[config.mk]
export PLATFORM = sky130hd
export DESIGN_NAME = ped_request_ctl
export DESIGN_NICKNAME = d
export VERILOG_FILES = /design/src/rtl/ped_request_ctl_pkg.sv /design/src/rtl/btn_debounce.sv /design/src/rtl/ped_request_ctl.sv
export SDC_FILE = /design/constraint.sdc
export NUM_CORES = 1
export LEC_CHECK = 0
export BUFFER_PORTS_ARGS = -buffer_cell sky130_fd_sc_hd__buf_4
export CELL_PAD_IN_SITES_DETAIL_PLACEMENT = 1
export CELL_PAD_IN_SITES_GLOBAL_PLACEMENT = 1
export CORE_ASPECT_RATIO = 1.4
export CORE_MARGIN = 2
export CORE_UTILIZATION = 45
export DETAILED_ROUTE_END_ITERATION = 8
export PLACE_DENSITY_LB_ADDON = 0.1
export REMOVE_ABC_BUFFERS = 1
export SLEW_MARGIN = 20
export SYNTH_ARGS = -nofsm -noshare
export SYNTH_HDL_FRONTEND = slang
export SYNTH_SLANG_ARGS = --single-unit
export TNS_END_PERCENT = 1
[constraint.sdc]
create_clock -name clk_fst -period 3.4 [get_ports clk_fst]
set_input_delay 0.17 -clock clk_fst [delete_from_list [all_inputs] [get_ports clk_fst]]
set_output_delay 0.17 -clock clk_fst [all_outputs]
set_load 0.02 [all_outputs]
[src/rtl/ped_request_ctl_pkg.sv]
// Shared constants, FSM encoding and lamp decode for the pedestrian request controller.
package ped_request_ctl_pkg;

  localparam int unsigned DefDebLen    = 4;
  localparam int unsigned DefWalkTime  = 10;
  localparam int unsigned DefFlashTime = 5;
  localparam int unsigned DefCntW      = 8;

  typedef enum logic [2:0] {
    PedIdle    = 3'd0,
    PedPending = 3'd1,
    PedWalk    = 3'd2,
    PedFlash   = 3'd3,
    PedClear   = 3'd4
  } ped_state_e;

  typedef struct packed {
    logic ped_req;
    logic walk_led;
    logic dont_walk_led;
  } lamp_t;

  localparam lamp_t LampsOff = '{ped_req: 1'b0, walk_led: 1'b0, dont_walk_led: 1'b1};

  // Lamp and request levels for the state being entered; blink is the synchronised slow clock.
  function automatic lamp_t lamps_for(ped_state_e st, logic day, logic blink);
    lamp_t l;
    l = LampsOff;
    if (!day) begin
      l.dont_walk_led = blink;
    end else begin
      unique case (st)
        PedPending: l.ped_req = 1'b1;
        PedWalk: begin
          l.ped_req       = 1'b1;
          l.walk_led      = 1'b1;
          l.dont_walk_led = 1'b0;
        end
        PedFlash: begin
          l.ped_req       = 1'b1;
          l.walk_led      = blink;
          l.dont_walk_led = 1'b0;
        end
        default: ;
      endcase
    end
    return l;
  endfunction

endpackage

[src/rtl/btn_debounce.sv]
// Push-button conditioner: 2-flop synchroniser, stability counter and rising-edge pulse.
module btn_debounce #(
  parameter int unsigned DEB_LEN = 4
) (
  input  logic clk,
  input  logic rst,
  input  logic din,
  output logic level,
  output logic rise
);

  localparam int unsigned CntW = $clog2(DEB_LEN + 1);

  logic [1:0]      sync_q;
  logic            level_q;
  logic            level_dly_q;
  logic [CntW-1:0] stab_q;

  // stab_q counts consecutive synchronised samples that disagree with the accepted level.
  always_ff @(posedge clk or posedge rst) begin
    if (rst) begin
      sync_q      <= '0;
      level_q     <= 1'b0;
      level_dly_q <= 1'b0;
      stab_q      <= '0;
    end else begin
      sync_q      <= {sync_q[0], din};
      level_dly_q <= level_q;
      if (sync_q[1] == level_q) begin
        stab_q <= '0;
      end else if (stab_q == CntW'(DEB_LEN - 1)) begin
        level_q <= sync_q[1];
        stab_q  <= '0;
      end else begin
        stab_q <= stab_q + CntW'(1);
      end
    end
  end

  assign level = level_q;
  assign rise  = level_q & ~level_dly_q;

endmodule

[src/rtl/ped_request_ctl.sv]
// Pedestrian crossing front end: latches a debounced request, handshakes with the light
// sequencer and runs the steady/flashing walk phase with a seconds countdown.
module ped_request_ctl
  import ped_request_ctl_pkg::*;
#(
  parameter int unsigned DEB_LEN    = DefDebLen,
  parameter int unsigned WALK_TIME  = DefWalkTime,
  parameter int unsigned FLASH_TIME = DefFlashTime,
  parameter int unsigned CNT_W      = DefCntW
) (
  input  logic             clk_fst,
  input  logic             rst,
  input  logic             day_night,
  input  logic             clk_cnt_dn,
  input  logic             btn_raw,
  input  logic             ped_grant,
  output logic             ped_req,
  output logic             walk_led,
  output logic             dont_walk_led,
  output logic [CNT_W-1:0] walk_cnt,
  output logic             req_pending
);

  localparam logic [CNT_W-1:0] LoadCnt  = CNT_W'(WALK_TIME + FLASH_TIME);
  localparam logic [CNT_W-1:0] FlashCnt = CNT_W'(FLASH_TIME);

  logic [2:0]       cdn_q;
  logic [1:0]       grant_q;
  logic             cdn_s, tick, grant_s;
  logic             btn_level, btn_rise, press;
  ped_state_e       state_q, state_d;
  logic [CNT_W-1:0] cnt_q, cnt_d, cnt_dec;
  logic             pend_q, pend_d;
  lamp_t            lamp_q;

  btn_debounce #(
    .DEB_LEN(DEB_LEN)
  ) u_btn_debounce (
    .clk  (clk_fst),
    .rst  (rst),
    .din  (btn_raw),
    .level(btn_level),
    .rise (btn_rise)
  );

  assign press   = btn_rise & btn_level;
  assign cdn_s   = cdn_q[1];
  assign tick    = cdn_q[1] & ~cdn_q[2];
  assign grant_s = grant_q[1];
  assign cnt_dec = cnt_q - CNT_W'(1);

  always_comb begin
    state_d = state_q;
    cnt_d   = cnt_q;
    pend_d  = pend_q;
    if (!day_night) begin
      state_d = PedIdle;
      cnt_d   = '0;
      pend_d  = 1'b0;
    end else begin
      unique case (state_q)
        PedIdle: begin
          if (press) begin
            state_d = PedPending;
            pend_d  = 1'b1;
          end
        end
        PedPending: begin
          pend_d = 1'b1;
          if (grant_s) begin
            state_d = (WALK_TIME == 0) ? PedFlash : PedWalk;
            cnt_d   = LoadCnt;
            pend_d  = 1'b0;
          end
        end
        PedWalk, PedFlash: begin
          // A grant drop aborts the phase and overrides any tick on the same cycle.
          if (!grant_s) begin
            state_d = PedClear;
            cnt_d   = '0;
          end else if (tick && (cnt_q != '0)) begin
            cnt_d = cnt_dec;
            if ((state_q == PedWalk) && (cnt_dec == FlashCnt)) begin
              state_d = PedFlash;
            end else if ((state_q == PedFlash) && (cnt_dec == '0)) begin
              state_d = PedClear;
            end
          end
        end
        PedClear: begin
          cnt_d = '0;
          if (press) begin
            pend_d = 1'b1;
          end
          if (!grant_s) begin
            state_d = (pend_q || press) ? PedPending : PedIdle;
          end
        end
        default: state_d = PedIdle;
      endcase
    end
  end

  always_ff @(posedge clk_fst or posedge rst) begin
    if (rst) begin
      cdn_q   <= '0;
      grant_q <= '0;
      state_q <= PedIdle;
      cnt_q   <= '0;
      pend_q  <= 1'b0;
      lamp_q  <= LampsOff;
    end else begin
      cdn_q   <= {cdn_q[1:0], clk_cnt_dn};
      grant_q <= {grant_q[0], ped_grant};
      state_q <= state_d;
      cnt_q   <= cnt_d;
      pend_q  <= pend_d;
      lamp_q  <= lamps_for(state_d, day_night, cdn_s);
    end
  end

  assign ped_req       = lamp_q.ped_req;
  assign walk_led      = lamp_q.walk_led;
  assign dont_walk_led = lamp_q.dont_walk_led;
  assign walk_cnt      = cnt_q;
  assign req_pending   = pend_q;

endmodule

After elaboration in Yosys (flattened, before gate mapping)
Cells that the tools add are included.
W data, S select, Z words.

storage, ports and cells
  bits of input ports = 6
  register bits after elaboration = 27
  output and inout port bits = 12

operators by class
  bitwise gates (word level) = 6
  reduce and logical (&&, ||, !) cells = 13
  add/sub/neg operators = 2
  equality and inequality tests = 15
  muxes and demuxes = 25

operator list
  kind                   count
  $mux W8                4
  $mux W3                10
  $pmux W8 S3            1
  $eq A3 B2 Y1 const B   5
  $pmux W3 S4            1
  $eq A8 B3 Y1 const B   1
  $logic_not A8 Y1       1
  $reduce_bool A8 Y1     1
  $sub A8 B1 Y8 const B  1
  $eq A3 B1 Y1 const B   2
  $mux W1                6
  $ne A3 B2 Y1 const B   2
  $ne A4 B1 Y1 const B   1
  $ne A4 B4 Y1 const B   1
  $pmux W2 S2            1
  $reduce_and A2 Y1      2
  $reduce_or A2 Y1       2
  $add A3 B1 Y3 const B  1
  $and A1 B1 Y1          3
  $eq A3 B3 Y1 const B   1
  $logic_and A1 B1 Y1    3
  $logic_not A3 Y1       1
  $ne A3 B3 Y1 const B   1
  $not A1 Y1             3
  other kinds (6)        6

Longest topological paths before layout
Gate-level depths: netlist (run 1).

  depth after elaboration = 13
  gate-level depth with buffers = 7
  depth with buffers taken out = 7

Cells and area by module
A second synthesis (run 1) with hierarchy kept.

unflattened totals
  cell total of the unflattened synthesis = 151
  area total of the unflattened synthesis = 1495.2 µm²

by module, submodules not included
  module           cells each  area each (µm²)  instances
  ped_request_ctl  135         1238.7           1
  btn_debounce     16          256.5            1

Least setup slack after synthesis (run 1)
OpenSTA, ideal clock, no wires.

  kind = reg2reg
  start point = register cnt_q[0], in the netlist walk_cnt[0]
  end point = register cnt_q[7], in the netlist walk_cnt[7]
  library setup time = 0.104 ns
  period minus slack after synthesis = 1.931 ns
  buffers on the path = 0
  cell stages (with the launch flop) = 7
  slack = 1.469 ns
  arrival time = 1.827 ns
  data required time = 3.296 ns
  cell sequence = dfrtp_1 -> inv_1 -> ha_1 -> nor4b_2 -> nand2_1 -> or4b_4 -> o41ai_2

on the way
  cells in the longest elaborated chain, start to end = 5
  elaborated cells on any way between the ends = 9

RTL lines
  element                   line                    RTL
  start: declaration        ped_request_ctl.sv:32   logic [CNT_W-1:0] cnt_q, cnt_d, cnt_dec;
  start signal: assignment  ped_request_ctl.sv:116  cnt_q <= cnt_d;
  $sub A8 B1 Y8             ped_request_ctl.sv:50   assign cnt_dec = cnt_q - CNT_W'(1);
  $mux W8                   ped_request_ctl.sv:81   end else if (tick && (cnt_q != '0)) begin
  $mux W8                   ped_request_ctl.sv:78   if (!grant_s) begin
  $pmux W8 S3               ped_request_ctl.sv:61   unique case (state_q)
  $mux W8                   ped_request_ctl.sv:56   if (!day_night) begin

Parallel ways exist; a longest one is shown, timed or not. The select of a mux whose other input is x is not followed.
A chain may end at the register's enable or synchronous reset.

Worst setup path after layout (run 1)
Ends and elaborated chain as after synthesis.

==> results of run 1 <==
-- synth_stat cells, types with 2 or more instances --
cell      count
dfrtp_1      26
nor2_1       10
nand2_1       7
nand2b_1      7
o21ai_1       7
inv_1         6
a21oi_1       5
nor3_1        5
a211oi_1      4
ha_1          4
nor2b_1       4
o21ai_0       4
or3_1         4
buf_6         3
o211ai_1      3
o31ai_1       3
a31oi_1       2
mux2_2        2
nand3b_1      2
nor3b_1       2
o21a_1        2
o21bai_1      2
-- sequential cells by signal (all words and copies together) (netlist names) --
signal / count
cdn_q: 3
dont_walk_led: 1
grant_q: 2
ped_req: 1
req_pending: 1
state_q: 3
u_btn_debounce.level: 1
u_btn_debounce.level_dly_q: 1
u_btn_debounce.stab_q: 3
u_btn_debounce.sync_q: 2
walk_cnt: 8
walk_led: 1
-- per-stage QoR --
stage / power (uW) / instances / hold WS (ps)
global placement: 914.5 / 192 / 280.3
detailed placement: 938.4 / 192 / 280.4
finish: 1115 / 199 / -60.20
global route: 1189 / 199 / 0.6399
CTS: 1123 / 199 / 167.6
floorplan: 787.7 / 136 / 201.4
-- what timing repair did --
action,CTS,global route
hold endpoints to repair,3,0
resized for setup,0,0
hold buffers,3,0
-- area by class of cell --
cell class	count	area (um^2)	share of cell area, %
Multi-Input combinational cell	103	719.4	43.07
Sequential cell	27	676.9	40.52
Timing Repair Buffer	20	157.7	9.438
Tap cell	39	48.80	2.921
Clock buffer	4	45.04	2.697
Inverter	6	22.52	1.348
-- cell families after synthesis --
kind of cell | synth area share, %
compound gates | 20.38
xor+xnor | 1.199
fa+ha+maj | 3.425
buf+inv | 4.451
flops | 46.32
mux | 1.541
simple gates | 22.69
-- worst paths after layout --
path / from / slack [ps] / depth (start not counted) / endpoint
min in group clk_fst: day_night / 190 / 2 / req_pending$_DFFE_PP0P_
setup / recovery: walk_cnt[0]$_DFFE_PP0P_ / 1330 / 7 / walk_cnt[7]$_DFFE_PP0P_
max in group asynchronous: rst / 3090 / 2 / dont_walk_led$_DFF_PP1_
hold / removal: rst / -60 / 2 / u_btn_debounce.level_dly_q$_DFF_PP0_
hold reg to reg: grant_q[0]$_DFF_PP0_ / 360 / 0 / grant_q[1]$_DFF_PP0_
setup reg to reg: walk_cnt[0]$_DFFE_PP0P_ / 1330 / 7 / walk_cnt[7]$_DFFE_PP0P_
-- worst register-to-register path, cell delays in order (launching register included) --
cell,delay (ps)
dfrtp_1,430
inv_1,140
ha_1,280
nor4b_2,320
a21oi_1,190
nor3_1,400
o21ai_1,150
o41ai_2,70
-- power by group through the flow --
stage          Combinational, uW  Clock [uW]  Sequential (uW)
3_3_place_gp                 452           0              462
6_report                     469         184              462
2_1_floorplan                300           0              488
5_1_grt                      519         198              472
3_5_place_dp                 469           0              469
4_1_cts                      474         187              462
-- metal layers --
layer / vias to the layer above / GRT usage [%]
met4: 0 / 6.553
met1: 579 / 27.06
met2: 19 / 34.32
li1: 551 / -
met5: - / 0
met3: 4 / 2.500
==> results.py, run 1 <==
metrics = {
    "detailed_routing": {
        "wl_per_cell_um": 16.72,
        "vias": 1153,
        "wl_met1_mm": 1.452,
        "ant_nets": 0,
        "drt_wl_total_mm": 3.327,
        "met3_length_um": 77,
        "drcViolationCount": 0,
        "wl_met2_mm": 1.756,
        "vias_per_cell": 5.794,
        "firstDrtPassIters": 4,
        "drt_iter0_markers": 21,
        "top_layer": "met4",
    },
    "power": {
        "power.density_mw_per_mm2": 667.6,
        "power.internal_uw": 672.1,
        "vdd_drop_max_uv": 405.8,
        "p_leak_uw": 0.0007248,
        "sequentialPowerShare_pct": 41.4,
        "power_switching_uw": 443.0,
        "switching_share_pct": 39.73,
        "power.share.clock_pct": 16.5,
        "comb_power_share_pct": 42.1,
    },
    "die": {
        "pin_count": 18,
        "num_rows": 24,
        "dieArea_mm2": 0.003726,
        "core_area_mm2": 0.003123,
        "initial_utilization_pct": 46.79,
        "dieWidth_um": 52.17,
        "die_h_um": 71.43,
    },
    "finish": {
        "nFillCells": 371,
        "layout.nets": 171,
        "design_area_mm2": 0.001670,
        "final_core_util_pct": 53.49,
        "final_common_cell": "dfrtp_1",
        "area_delta_synth_final_pct": 14.30,
        "drive_above_1_share_pct": 21.25,
        "mostFrequentLayoutCells": "26 x dfrtp_1, 17 x buf_4, 10 x nor2_1",
        "antennaDiodeCount": 0,
    },
    "clock_network": {
        "cts_buffer_depth": 2,
        "clk_transition_reported_paths_ps": 90,
        "ctsHtreeMaxLevel": 1,
        "cts_made_buffers": 3,
        "cts.sinks": 27,
        "cts_tree": "yes",
        "cts_root_buffer": "clkbuf_8",
        "clk_latency_ps": 270,
        "cts_setup_buffers": 0,
    },
    "worst_setup_path": {
        "critical_path.top_delay_family": "simple AND/OR/NAND/NOR gates",
        "crit_arrival_ps": 2250,
        "worstSetupStartpointType": "register",
        "required_ps": 3580,
        "crit_path_max_fanout": 6,
        "cp_cell_sequence": "inv_1 -> ha_1 -> nor4b_2 -> a21oi_1 -> nor3_1 -> o21ai_1 -> o41ai_2",
        "worstSetupPathType": "register to register",
        "critPathMaxStageDelay_ps": 430,
        "cp_slowest_cell": "dfrtp_1",
        "critPathCaptureType": "register",
        "critPathBufInv": 1,
    },
    "yosys": {
        "ys_seq_area_share_pct": 46.32,
        "yosysTopAreaCell": "dfrtp_1",
        "synth_seq_cells": 27,
        "synth_top_area_share_pct": 44.52,
        "yosys-top-cells-area": "dfrtp_1 45%, ha_1 3.4%, nand2b_1 3.0%, nor2_1 2.6%, o21ai_1 2.4%",
        "post_synth_num_cell_types": 49,
        "netlist_area_mm2": 0.001461,
        "ys.flop_type": "dfrtp_1",
        "netlist_instances": 141,
        "ys_async_sr_fraction_pct": 100.0,
        "synth_edf_count": 0,
        "syn_avg_cell_area_um2": 10.36,
        "yosys_warnings": 0,
    },
    "outcome": {
        "violations": "negative hold slack",
        "status": "finished, violations left",
    },
    "global_route": {
        "grt.overflow.total": 0,
        "grt_pass1_wl_mm": 5.671,
        "antenna_found_initial": 0,
        "grt_max_degree": 28,
        "grt_pass1_vias": 1210,
        "track_usage_pct": 20.38,
    },
    "sta": {
        "post-route-min-period_ps": 2067,
        "post-route-period-util_pct": 60.79,
        "setup_tns_ps": 0,
        "final-hold-violation-count": 26,
        "max_freq_ghz": 0.4838,
        "setup_viol": 0,
        "maxSlewViolCount": 0,
        "rsz0062_at_grt": "false",
        "slew_headroom_pct": 63.29,
        "finalClockSkew_ps": 1.555,
        "finalWorstSetupSlack_ps": 1333,
        "whs_ps": -60.20,
        "worstMarginPinSlew_ps": 549.9,
    },
    "hold_path": {
        "worstHoldPathType": "input port to async pin",
    },
    "placed_design": {
        "place_area_mm2": 0.001595,
        "io_buffer_count": 17,
        "dp_hpwl_mm": 2.433,
        "routabilityCongestion": 0.7770,
        "dp_slack_ps": 1333,
    },
    "flow_run": {
        "drv_cap": 0,
    },
}
Note: power is estimated with default switching activity, not from simulation.
==> run 2, diff against run 1 <==
--- a/config.mk
+++ b/config.mk
@@ -10,7 +10,7 @@
 export CELL_PAD_IN_SITES_GLOBAL_PLACEMENT = 1
 export CORE_ASPECT_RATIO = 1.4
 export CORE_MARGIN = 2
-export CORE_UTILIZATION = 45
+export CORE_UTILIZATION = 44
 export DETAILED_ROUTE_END_ITERATION = 8
 export PLACE_DENSITY_LB_ADDON = 0.1
 export REMOVE_ABC_BUFFERS = 1
==> constraint.sdc (replaced) <==
create_clock -name clk_fst -period 2.04 [get_ports clk_fst]
set_input_delay 0.102 -clock clk_fst [delete_from_list [all_inputs] [get_ports clk_fst]]
set_output_delay 0.102 -clock clk_fst [all_outputs]
set_load 0.02 [all_outputs]
==> run 2 against run 1 <==
The flow now finishes without violations. Largest power group unchanged. Global-route usage is 0.23 points lower. Via count is 2.2% lower. Clock skew hardly changed. Combinational power is 83% higher. Clock power is 79% higher. Hold slack better by 160 ps.
==> results.py, run 2 (same netlist as run 1, synthesis figures left out) <==
metrics = {
    "outcome": {
        "status": "complete, no violations",
    },
    "finish": {
        "antennaDiodeCount": 0,
        "drive_above_1_share_pct": 24.85,
        "mostFrequentLayoutCells": "26 x dfrtp_1, 21 x buf_4, 10 x nor2_1",
        "largest_reg_flops": 8,
        "final_common_cell": "dfrtp_1",
        "layout.nets": 176,
        "area_delta_synth_final_pct": 19.09,
        "fin_cells": 204,
    },
    "detailed_routing": {
        "drt_iter0_markers": 10,
        "wl_per_cell_um": 16.33,
        "drt_wl_total_mm": 3.331,
        "vias_per_cell": 5.529,
        "firstDrtPassIters": 4,
        "vias": 1128,
        "ant_nets": 0,
        "drcViolationCount": 0,
    },
    "worst_setup_path": {
        "worstSetupPathType": "register to register",
        "worstSetupStartpointType": "register",
        "crit_path_end": "walk_led$_DFF_PP0_",
        "required_ps": 2240,
        "rrSetupSlack_ps": 170,
        "startpoint": "walk_cnt[0]$_DFFE_PP0P_",
        "critPathCaptureType": "register",
        "r2r-end": "walk_led$_DFF_PP0_",
        "crit_arrival_ps": 2070,
        "reg2regPathDepth": 6,
        "reg2reg_from": "walk_cnt[0]$_DFFE_PP0P_",
        "crit_path_max_fanout": 5,
    },
    "hold_path": {
        "min-delay-start": "day_night",
        "worstHoldPathType": "input port to register",
    },
    "placed_design": {
        "dp_hpwl_mm": 2.439,
        "io_buffer_count": 17,
        "dpl.cell_count": 196,
        "routabilityCongestion": 0.8228,
    },
    "sta": {
        "final-hold-violation-count": 0,
        "setup_tns_ps": 0,
        "setup_viol": 0,
        "post-route-period-util_pct": 91.54,
        "slew_headroom_pct": 70.95,
        "max_freq_ghz": 0.5355,
        "maxSlewViolCount": 0,
        "finalClockSkew_ps": 1.737,
        "post-route-min-period_ps": 1867,
        "worstMarginPinSlew_ps": 432.5,
        "rsz0062_at_grt": "false",
    },
    "clock_network": {
        "clk_transition_reported_paths_ps": 100,
        "cts_root_buffer": "clkbuf_8",
        "cts_buffer_depth": 2,
        "cts_tree": "yes",
        "cts_made_buffers": 3,
        "clk_latency_ps": 280,
        "cts.sinks": 27,
        "ctsHtreeMaxLevel": 1,
    },
    "die": {
        "core_area_mm2": 0.003153,
        "die_h_um": 72.19,
        "initial_utilization_pct": 46.35,
        "num_rows": 24,
        "dieArea_mm2": 0.003805,
        "dieWidth_um": 52.71,
        "pin_count": 18,
    },
    "power": {
        "power.density_mw_per_mm2": 1115,
        "p_leak_uw": 0.0007661,
        "vdd_drop_max_uv": 728.6,
    },
    "global_route": {
        "grt_pass1_vias": 1253,
        "track_usage_pct": 20.14,
        "antenna_found_initial": 0,
        "grt_pass1_wl_mm": 5.733,
        "grt_max_degree": 28,
        "grt.overflow.total": 0,
    },
    "flow_run": {
        "drv_cap": 0,
    },
}
## run 2: cell type report
cell class                 instances  area (um^2)
fill                             373         1413
inverter                           6        22.52
tap                               39        48.80
timing repair buffer              25        197.7
clock buffer                       3        41.29
multi-input combinational        103        744.5
sequential                        27        676.9
clock inverter                     1        8.758
## run 2: stage by stage
| step | cell area (um^2) | utilization (%) | total power [uW] | setup WS, ps | hold WS (ps) |
|---|---|---|---|---|---|
| floorplan | 1419 | - | 1313 | 108.0 | 133.4 |
| global placement | 1625 | 51.55 | 1551 | 64.48 | 183.9 |
| detailed placement | 1625 | 51.55 | 1585 | -51.78 | 192.5 |
| CTS | 1729 | 54.84 | 1953 | 52.91 | 97.68 |
| global route | 1740 | 55.20 | 2100 | 42.76 | 93.56 |
| finish | 1740 | 55.20 | 1941 | 172.5 | 100.9 |
## run 2: what timing repair did
action / 4_1_cts / 5_1_grt
hold buffers: 4 / 0
endpoints found under the setup margin: 5 / 5
gates resized for setup: 2 / 3
hold endpoints to repair: 29 / 0
setup buffers: 0 / 0
## run 2: worst min path at each step
| stage | end | depth (start not counted) |
|---|---|---|
| after floorplan | cdn_q[0]$_DFF_PP0_ | 0 |
| after global placement | walk_cnt[6]$_DFFE_PP0P_ | 3 |
| after detailed placement | walk_cnt[6]$_DFFE_PP0P_ | 3 |
| after CTS | state_q[2]$_DFF_PP0_ | 2 |
| after global routing | state_q[2]$_DFF_PP0_ | 2 |
| final | state_q[2]$_DFF_PP0_ | 2 |
## run 2: per-layer routing
layer | vias to the layer above | track usage (%) | routed length, um
met5 | - | 0 | 0
met4 | 0 | 7.123 | 40
met3 | 5 | 3.704 | 87
met2 | 14 | 33.89 | 1758
met1 | 553 | 25.54 | 1445
li1 | 556 | - | -
## run 2: worst max-delay path: stages, from the launching register on
cell and delay (ps):
dfrtp_1 390, buf_4 150, or3_1 440, a21boi_1 170, a21oi_2 270, o21ai_1 190, a21oi_1 180
## run 2: where the power goes
part           switching, uW  internal [uW]  total [uW]
Clock                    186            144         330
Combinational            475            383         858
Sequential               111            641         752
Total                    773           1170        1940
==> run 3, diff against run 2 <==
--- a/config.mk
+++ b/config.mk
@@ -10,7 +10,7 @@
 export CELL_PAD_IN_SITES_GLOBAL_PLACEMENT = 1
 export CORE_ASPECT_RATIO = 1.4
 export CORE_MARGIN = 2
-export CORE_UTILIZATION = 44
+export CORE_UTILIZATION = 25
 export DETAILED_ROUTE_END_ITERATION = 8
 export PLACE_DENSITY_LB_ADDON = 0.1
 export REMOVE_ABC_BUFFERS = 1
==> run 3 against run 2 <==
Global-route usage decreased by 7.3 points. Cell area rose by 4.5%. Die area grew 70%. Setup slack got worse by 6.7 ps. Clock-buffer cell count unchanged. Highest routed layer unchanged. Combinational power rose by 6.8%. Critical path type unchanged. Critical path depth is 1 higher.
==> results.py, run 3 (same netlist as run 1, synthesis figures left out) <==
metrics = {
    "worst_setup_path": {
        "crit_path_max_fanout": 6,
        "critPathCaptureType": "register",
        "required_ps": 2220,
        "critPathMaxStageDelay_ps": 420,
        "crit_arrival_ps": 2050,
        "rrSetupSlack_ps": 170,
        "worstSetupPathType": "register to register",
        "cp_slowest_cell": "dfrtp_1",
        "worstSetupStartpointType": "register",
        "cp_cell_sequence": "inv_1 -> ha_4 -> nor4b_4 -> a21oi_1 -> nor2_2 -> nor2_1 -> a211oi_1",
    },
    "detailed_routing": {
        "wl_per_cell_um": 15.12,
        "vias": 1164,
        "drt_iter0_markers": 35,
        "drt_wl_total_mm": 3.614,
        "vias_per_cell": 4.870,
        "firstDrtPassIters": 4,
        "drcViolationCount": 0,
        "ant_nets": 0,
    },
    "finish": {
        "area_delta_synth_final_pct": 24.40,
        "final_core_util_pct": 32.67,
        "mostFrequentLayoutCells": "27 x buf_4, 26 x dfrtp_1, 10 x nor2_1, 7 x nand2b_1, 7 x nand2_1",
        "multiInputGateArea_um2": 744.5,
        "nFillCells": 633,
        "largest_reg_flops": 8,
        "antennaDiodeCount": 0,
        "regArea_um2": 676.9,
        "drive_above_1_share_pct": 26.90,
        "layout.nets": 182,
        "final_common_cell": "buf_4",
    },
    "power": {
        "switching_share_pct": 39.52,
        "p_leak_uw": 0.0007937,
        "power.share.clock_pct": 15.8,
        "sequentialPowerShare_pct": 37.9,
        "vdd_drop_max_uv": 437.2,
        "power_switching_uw": 782.0,
        "power.internal_uw": 1197,
        "comb_power_share_pct": 46.3,
        "power.density_mw_per_mm2": 1088,
    },
    "global_route": {
        "use_met2_pct": 22.44,
        "antenna_found_initial": 0,
        "grt.overflow.total": 0,
        "met3_usage_pct": 1.907,
        "grt_pass1_vias": 1258,
        "grt_max_degree": 28,
        "track_usage_pct": 12.88,
        "busiest_layer": "met2",
        "grt_pass1_wl_mm": 6.223,
        "use_met1_pct": 15.44,
    },
    "sta": {
        "final-hold-violation-count": 0,
        "slew_headroom_pct": 70.93,
        "max_freq_ghz": 0.5336,
        "maxSlewViolCount": 0,
        "setup_viol": 0,
        "worstMarginPinSlew_ps": 436.0,
        "post-route-period-util_pct": 91.87,
        "post-route-min-period_ps": 1874,
        "finalClockSkew_ps": 6.496,
        "setup_tns_ps": 0,
    },
    "die": {
        "num_rows": 32,
        "core_area_mm2": 0.005565,
        "pin_count": 18,
        "dieArea_mm2": 0.006482,
        "initial_utilization_pct": 26.26,
        "dieWidth_um": 68.62,
        "die_h_um": 94.47,
    },
    "clock_network": {
        "clk_latency_ps": 280,
        "cts.sinks": 27,
        "clk_transition_reported_paths_ps": 100,
        "cts_root_buffer": "clkbuf_8",
        "cts_buffer_depth": 2,
        "cts_made_buffers": 3,
        "cts_tree": "yes",
        "ctsHtreeMaxLevel": 1,
    },
    "placed_design": {
        "dp_hpwl_mm": 2.717,
        "io_buffer_count": 17,
        "routabilityCongestion": 0.7566,
    },
    "flow_run": {
        "drv_cap": 0,
    },
    "outcome": {
        "status": "complete, no violations",
    },
    "hold_path": {
        "worstHoldPathType": "input port to register",
    },
}
## run 3: path summary, 6_finish.rpt
| check | startpoint | depth (start not counted) | end |
|---|---|---|---|
| setup / recovery | walk_cnt[1]$_DFFE_PP0P_ | 7 | walk_cnt[0]$_DFFE_PP0P_ |
| hold / removal | day_night | 2 | state_q[2]$_DFF_PP0_ |
| setup reg to reg | walk_cnt[1]$_DFFE_PP0P_ | 7 | walk_cnt[0]$_DFFE_PP0P_ |
| hold reg to reg | u_btn_debounce.sync_q[0]$_DFF_PP0_ | 0 | u_btn_debounce.sync_q[1]$_DFF_PP0_ |
| max in group asynchronous | rst | 4 | dont_walk_led$_DFF_PP1_ |
| min in group asynchronous | rst | 4 | cdn_q[0]$_DFF_PP0_ |
## run 3: layer usage
metal / wire length (um) / vias up / part of all wire [%]
met5: 0 / - / 0
met4: 62 / 0 / 1.7
met3: 89 / 5 / 2.5
met2: 1898 / 18 / 53
met1: 1563 / 569 / 43
li1: - / 572 / -
## run 3: worst max-delay path, delay by kind of cell (launching register included)
kind | cells | cell delay, ps
DFF | 1 | 420
adders and majority gates | 1 | 200
and+or+nand+nor | 3 | 590
AOI/OAI and AO/OA | 2 | 410
buffers and inverters | 1 | 160
## run 3: final cells by class
class / instances / area share [%]
flip-flops and latches: 27 / 37.23
well taps: 68 / 4.680
clock inverters: 1 / 0.2753
repair buffers: 31 / 13.35
multi-input cells: 103 / 40.95
clock buffers: 3 / 2.271
inverters: 6 / 1.239
## run 3: per-stage QoR
step / power (uW) / setup slack (ps) / cell area (um^2) / hold WS [ps] / std cells
2_1_floorplan: 1313 / 108.0 / 1419 / 133.4 / 136
3_3_place_gp: 1606 / 114.5 / 1692 / 187.8 / 229
4_1_cts: 1993 / 38.94 / 1789 / 106.3 / 237
3_5_place_dp: 1632 / -86.40 / 1692 / 204.9 / 229
6_report: 1979 / 165.9 / 1818 / 114.4 / 239
5_1_grt: 2146 / -6.930 / 1818 / 111.5 / 239
## run 3: repair_timing
item	CTS	global route
hold buffers	4	0
buffers inserted	0	2
hold endpoints to repair	29	0
gates resized for setup	2	2
pin swaps	0	1
setup endpoints to repair	3	5
## run 3: power by group through the flow
stage,logic (uW),registers [uW],clock network (uW)
floorplan,500,813,0
global placement,851,755,0
detailed placement,875,756,0
CTS,906,751,336
global route,1020,778,348
finish,916,750,313
